<file path="src/rtl/biquad_csr_pkg.sv">
// Shared definitions for the biquad filter CSR protocol: loader states, the commit
// index, the per-stage coefficient count and the data-word marker bit.
package biquad_csr_pkg;

  typedef enum logic [3:0] {
    StIdle,
    StFetch,
    StAddr,
    StData,
    StGap,
    StCaddr,
    StCdata,
    StCgap,
    StDone
  } loader_state_e;

  localparam int unsigned CsrWidth      = 32;
  localparam int unsigned CoefsPerStage = 5;
  localparam int unsigned DataMarkerBit = 31;
  localparam logic [2:0]  CommitIdx     = 3'd7;

  // Address-phase word: stage in the upper bits, coefficient (or commit) index below.
  function automatic logic [CsrWidth-1:0] addr_word(input logic [28:0] stage,
                                                     input logic [2:0]  idx);
    return {stage, idx};
  endfunction

endpackage

</file>
<file path="src/rtl/biquad_coef_loader.sv">
// Streams biquad coefficients from an external synchronous memory into the filter CSR
// as address/data strobe pairs, then writes one commit (enable) word per stage.
module biquad_coef_loader
  import biquad_csr_pkg::*;
#(
  parameter int unsigned STAGES            = 2,
  parameter int unsigned COEFFICIENT_WIDTH = 25
) (
  input  logic                                      clk,
  input  logic                                      rst,
  input  logic                                      start,
  input  logic                                      commitOnly,
  output logic                                      busy,
  output logic                                      done,
  output logic [$clog2(STAGES*CoefsPerStage)-1:0]   coefAddr,
  input  logic [COEFFICIENT_WIDTH-1:0]              coefData,
  output logic                                      csrStrobe,
  output logic [CsrWidth-1:0]                       GPIO_OUT
);

  localparam int unsigned AddrW  = $clog2(STAGES * CoefsPerStage);
  localparam int unsigned StageW = (STAGES > 1) ? $clog2(STAGES) : 1;
  localparam logic [StageW-1:0] LastStage = StageW'(STAGES - 1);
  localparam logic [2:0]        LastCoef  = 3'(CoefsPerStage - 1);

  loader_state_e        state_q, state_d;
  logic [StageW-1:0]    stage_q, stage_d;
  logic [2:0]           coef_q, coef_d;
  logic                 commit_only_q, commit_only_d;
  logic                 busy_q, busy_d;
  logic                 done_q, done_d;
  logic                 strobe_q, strobe_d;
  logic [CsrWidth-1:0]  gpio_q, gpio_d;
  logic [AddrW-1:0]     coef_addr_q, coef_addr_d;
  logic [CsrWidth-1:0]  data_word;

  always_comb begin
    data_word = '0;
    data_word[DataMarkerBit] = 1'b1;
    data_word[COEFFICIENT_WIDTH-1:0] = coefData;
  end

  always_comb begin
    state_d       = state_q;
    stage_d       = stage_q;
    coef_d        = coef_q;
    commit_only_d = commit_only_q;

    unique case (state_q)
      StIdle: begin
        if (start) begin
          commit_only_d = commitOnly;
          stage_d       = '0;
          coef_d        = '0;
          state_d       = commitOnly ? StCaddr : StFetch;
        end
      end
      StFetch: state_d = StAddr;
      StAddr:  state_d = StData;
      StData:  state_d = StGap;
      StGap: begin
        if (coef_q == LastCoef) begin
          coef_d = '0;
          if (stage_q == LastStage) begin
            stage_d = '0;
            state_d = StCaddr;
          end else begin
            stage_d = stage_q + 1'b1;
            state_d = StFetch;
          end
        end else begin
          coef_d  = coef_q + 3'd1;
          state_d = StFetch;
        end
      end
      StCaddr: state_d = StCdata;
      StCdata: state_d = StCgap;
      StCgap: begin
        if (stage_q == LastStage) begin
          stage_d = '0;
          state_d = StDone;
        end else begin
          stage_d = stage_q + 1'b1;
          state_d = StCaddr;
        end
      end
      StDone:  state_d = StIdle;
      default: state_d = StIdle;
    endcase
  end

  // Outputs are decoded from the next state so each registered output lines up with the
  // state it belongs to. The DATA word is taken straight from coefData during ADDR, which
  // is the cycle the memory presents the word fetched by the preceding FETCH address.
  always_comb begin
    busy_d      = !(state_d inside {StIdle, StDone});
    done_d      = (state_d == StDone);
    strobe_d    = 1'b0;
    gpio_d      = '0;
    coef_addr_d = coef_addr_q;

    unique case (state_d)
      StFetch: coef_addr_d = AddrW'(32'(stage_d) * CoefsPerStage + 32'(coef_d));
      StAddr: begin
        strobe_d = 1'b1;
        gpio_d   = addr_word(29'(stage_d), coef_d);
      end
      StData: begin
        strobe_d = 1'b1;
        gpio_d   = data_word;
      end
      StCaddr: begin
        strobe_d = 1'b1;
        gpio_d   = addr_word(29'(stage_d), CommitIdx);
      end
      StCdata: begin
        strobe_d = 1'b1;
        gpio_d   = CsrWidth'(1) << DataMarkerBit;
      end
      default: ;
    endcase
  end

  always_ff @(posedge clk) begin
    if (rst) begin
      state_q       <= StIdle;
      stage_q       <= '0;
      coef_q        <= '0;
      commit_only_q <= 1'b0;
      busy_q        <= 1'b0;
      done_q        <= 1'b0;
      strobe_q      <= 1'b0;
      gpio_q        <= '0;
      coef_addr_q   <= '0;
    end else begin
      state_q       <= state_d;
      stage_q       <= stage_d;
      coef_q        <= coef_d;
      commit_only_q <= commit_only_d;
      busy_q        <= busy_d;
      done_q        <= done_d;
      strobe_q      <= strobe_d;
      gpio_q        <= gpio_d;
      coef_addr_q   <= coef_addr_d;
    end
  end

  assign busy      = busy_q;
  assign done      = done_q;
  assign csrStrobe = strobe_q;
  assign GPIO_OUT  = gpio_q;
  assign coefAddr  = coef_addr_q;

endmodule

</file>
<file path="config.mk">
export PLATFORM = sky130hd
export DESIGN_NAME = biquad_coef_loader
export DESIGN_NICKNAME = d
export VERILOG_FILES = /design/src/rtl/biquad_csr_pkg.sv /design/src/rtl/biquad_coef_loader.sv
export SDC_FILE = /design/constraint.sdc
export NUM_CORES = 1
export LEC_CHECK = 0
export BUFFER_PORTS_ARGS = -buffer_cell sky130_fd_sc_hd__buf_2
export CORE_UTILIZATION = 35
export CTS_CLUSTER_DIAMETER = 100
export DETAILED_ROUTE_END_ITERATION = 10
export PLACE_DENSITY = 0.58
export SLEW_MARGIN = 5
export SYNTH_ARGS = -nofsm -noshare
export SYNTH_HDL_FRONTEND = slang
export SYNTH_SLANG_ARGS = --single-unit
</file>
<file path="constraint.sdc">
create_clock -name clk -period 2.65 [get_ports clk]
set_input_delay 0 -clock clk [delete_from_list [all_inputs] [get_ports clk]]
set_output_delay 0 -clock clk [all_outputs]
set_load 0.005 [all_outputs]
</file>
* Word level (Yosys, flattened, before mapping)
Index checks and enable logic that the tools add are counted. Widths: inputs -> output; s select.
Operators by class: multiplexer cells 15, $add $sub $neg 3, equal/unequal tests 14, reductions and logical operators 5, $mul 1
Operators with widths (number):
- $pmux 32 s4 | 1
- $pmux 4 s8 | 1
- $eq 4x3->1 const B | 6
- $eq 4x2->1 const B | 4
- $mux 3 | 4
- $mux 4 | 3
- $eq 4x1->1 const B | 2
- $logic_not 4->1 | 2
- $pmux 3 s2 | 1
- $add 4x3->4 | 1
- $eq 4x4->1 const B | 1
- $mul 1x3->4 const B | 1
- $mux 1 | 4
- $reduce_or 4->1 | 1
- $add 3x1->3 const B | 1
- $eq 3x3->1 const B | 1
- $pmux 1 s3 | 1
- $reduce_bool 2->1 | 1
- $add 1x1->1 const B | 1
- $logic_not 1->1 | 1
Word-level totals: word-level logic and storage cells 46, bits of input ports 29, output and inout port bits 39, register bits 47

* Logic depth before layout (Yosys ltp)
depth in word-level cells 6, mapped depth 11, depth with buffers taken out 11

* Worst setup path before layout
No wires, ideal clock.
path kind register to register, start point register coef_q[0], end point register coef_addr_q[2] (netlist: coefAddr[2]), stages on the path, launching flop included 12, path buffers 0, slack 476 ps, data arrival time 2088 ps, required time 2564 ps, setup time 86 ps, clock period less this slack 2174 ps, path through dfxtp_1 inv_1 ha_1 and2_1 ha_1 nand4bb_1 o32a_1 nand3_1 ha_1 ha_1 xnor2_1 a211oi_1
Between the ends: cells in the longest elaborated chain, start to end 5, elaborated cells on any way between the ends 12, classes of those cells add/sub (2); mul (1); eq/ne (2); mux (7)
Ends and longest elaborated chain:
- start: declaration | line biquad_coef_loader.sv:28 | logic [2:0] coef_q, coef_d;
- start signal: assignment | line biquad_coef_loader.sv:138 | coef_q <= coef_d;
- $eq 3x3->1 | line biquad_coef_loader.sv:62 | if (coef_q == LastCoef) begin
- $mux 1 | line biquad_coef_loader.sv:62
- $pmux 1 s3 | line biquad_coef_loader.sv:49 | unique case (state_q)
- named net stage_d | line biquad_coef_loader.sv:27 | logic [StageW-1:0] stage_q, stage_d;
- $mul 1x3->4 | line biquad_coef_loader.sv:103 | StFetch: coef_addr_d = AddrW'(32'(stage_d) * CoefsPerStage + 32'(coef_d));
- $add 4x3->4 | line biquad_coef_loader.sv:103
- end signal: assignment | line biquad_coef_loader.sv:144 | coef_addr_q <= coef_addr_d;
- end: declaration | line biquad_coef_loader.sv:34 | logic [AddrW-1:0] coef_addr_q, coef_addr_d;
The timed path passes the listed nets, and every way through them passes these cells. A chain may end at the register's enable or synchronous reset.

* Final worst setup path
Ends and elaborated chain as after synthesis.

==> impl_metrics.toml <==
[setup_path]
reg2reg_to = "coefAddr[2]$_SDFFE_PP0N_"
end_kind = "register"
crit_start = "coef_q[0]$_SDFF_PP0_"
reg2reg_from = "coef_q[0]$_SDFF_PP0_"
critPathKind = "register to register"
worstPathRequired_ps = 2860
r2r_cells = 11
reg2reg_slack_ps = 300
worstPathArrival_ps = 2550
cp_max_fo = 4
endpoint = "coefAddr[2]$_SDFFE_PP0N_"
cp-start-kind = "register"

[drt]
drt-initial-drc-count = 83
wl_um = 3770
drc = 0
antenna_left = 0
routedWlPerCell_um = 12.5
post_drt_via_cell_ratio = 4.72
firstDrtPassIters = 4
vias = 1421

[sta]
fin_setup_tns_ps = 0
max_freq_mhz = 426
finalHoldViolations = 0
slew_headroom = 0.539
grt_setup_unrepaired = "no"
final-max-slew-violation-count = 0
min_period_over_period = 0.886
worst_pin_slew_ps = 690
layout_min_cycle_time_ps = 2350
finalSetupViolations = 0
fin_skew_ps = 1.94

[outcome]
status = "completed"

[global_routing]
track_usage = 0.154
grt_pass1_wl_um = 6240
grt_start_max_net_pins = 22
antenna_found_initial = 0
grt_pass1_vias = 1362
grt_overflow = 0

[logic_synthesis]
ys_ff_latch = 41
ys_async_sr_fraction = 0
ys_warn_count = 0
synth_area_um2 = 1700
synth.yosys.seq_area_share = 0.483
synth_cell_types = 45
synth_cells = 165
synth_edf_count = 0
ys.flop_type = "dfxtp_1"
avgSynthCellArea_um2 = 10.3

[clock_network]
cts_buffers = 5
clock_latency_ps = 280
cts_max_path_buffers = 2
cts_resized = 0
cts.sinks = 41
ctsHoldBuffers = 22
root_buffer = "clkbuf_8"
path_clk_slew_ps = 70
postCtsSetupBuffers = 0
htreeDepth = 2
cts_tree = "built"

[cells_and_area]
n_fill_cell = 401
final_cell_mix = "buf_2, dfxtp_1, and2_1, dlygate4sd3_1, nor2_1"
areaGrowthSynthToFinish_pct = 38.3
mostFrequentLayoutCell = "buf_2"
layout-drive-gt1-share = 0.329
final_nets = 284
antenna_cells = 0
utilization = 0.522

[power_and_ir_drop]
power_density_nw_per_um2 = 574
p_leak_nw = 1.09
peakVddDrop_mv = 0.368

[run]
drv_cap = 0

[die]
pin_count = 68
fp.coreArea_um2 = 4500
fp.dieH_um = 71.7
rows = 24
initial_core_util = 0.378
dieWidth_um = 71.7
die_area_um2 = 5140

[place]
io_buffers = 61
dp_hpwl_um = 2510
gp_congestion = 0.752

[hold_path]
hold_class = "input pin to register"
-- synthesized netlist by cell type (4+ instances only) --
cell type	number	area [um2]
a21oi_1	5	25.0
and2_1	22	138
buf_4	9	67.6
clkbuf_1	4	15.0
dfxtp_1	41	821
ha_1	6	75.1
inv_1	5	18.8
nand2_1	5	18.8
nor2_1	10	37.5
nor3_1	6	30.0
-- logic make-up after synthesis --
kind of cell / share of synthesized area
other: 0.00221
adders and majority gates: 0.0441
xor gates and xnor gates: 0.00515
and+or+nand+nor: 0.250
DFF: 0.483
buffers and inverters: 0.0692
AOI/OAI and AO/OA: 0.128
muxes: 0.0184
-- layer usage --
layer,track usage,part of all wire,vias up
met2,0.252,0.45,50
met5,0,0,-
li1,-,-,726
met4,0.0392,0.011,0
met1,0.185,0.45,640
met3,0.0703,0.081,5
-- final cells by class --
class                   instances  area, um2  share of cell area
multi-input cells             109        787               0.335
repair buffers                 87        556               0.236
clock buffers                   5       68.8              0.0293
well taps                      52       65.1              0.0277
flip-flops and latches         41        821               0.349
inverters                       5       18.8             0.00798
clock inverters                 2       35.0              0.0149
-- flip-flops by register name (all words and copies together), names as in the netlist --
name / cells
done: 1
csrStrobe: 1
state_q: 4
GPIO_OUT: 26
coefAddr: 4
stage_q: 1
coef_q: 3
busy: 1
-- worst min path at each step --
stage,start,endpoint,cells past startpoint
detailed placement,coefData[23],GPIO_OUT[23]$_SDFF_PP0_,2
CTS,coefData[1],GPIO_OUT[1]$_SDFF_PP0_,3
global route,coefData[1],GPIO_OUT[1]$_SDFF_PP0_,3
finish,coefData[1],GPIO_OUT[1]$_SDFF_PP0_,3
global placement,coefData[10],GPIO_OUT[10]$_SDFF_PP0_,2
floorplan,coefData[10],GPIO_OUT[10]$_SDFF_PP0_,1
-- stage by stage --
| step | power [mW] | cells | instance area (um2) | hold WS (ps) | setup slack, ps |
|---|---|---|---|---|---|
| finish | 1.35 | 301 | 2350 | 27.5 | 302 |
| global route | 1.41 | 301 | 2350 | 47.7 | 75.0 |
| CTS | 1.36 | 301 | 2350 | 29.9 | 303 |
| detailed placement | 0.861 | 272 | 2030 | 201 | 318 |
| global placement | 0.860 | 272 | 2030 | 200 | 372 |
| floorplan | 0.800 | 170 | 1720 | 122 | 476 |
-- power by group --
part | total, mW | leakage, nW | internal [mW] | switching [mW]
Clock | 0.479 | 0.0540 | 0.274 | 0.205
Combinational | 0.216 | 0.703 | 0.110 | 0.107
Sequential | 0.655 | 0.333 | 0.644 | 0.0116
Total | 1.35 | 1.09 | 1.03 | 0.323
-- worst max-delay path, cell delays in order (launching register included) --
cell and delay [ps]:
dfxtp_1 380, inv_1 60, ha_1 200, and2_1 170, ha_1 270, nand4bb_1 100, o32a_1 170, nand3_1 140
ha_1 260, ha_1 200, xnor2_1 120, a211oi_1 210
(Power assumes the default switching activity.)
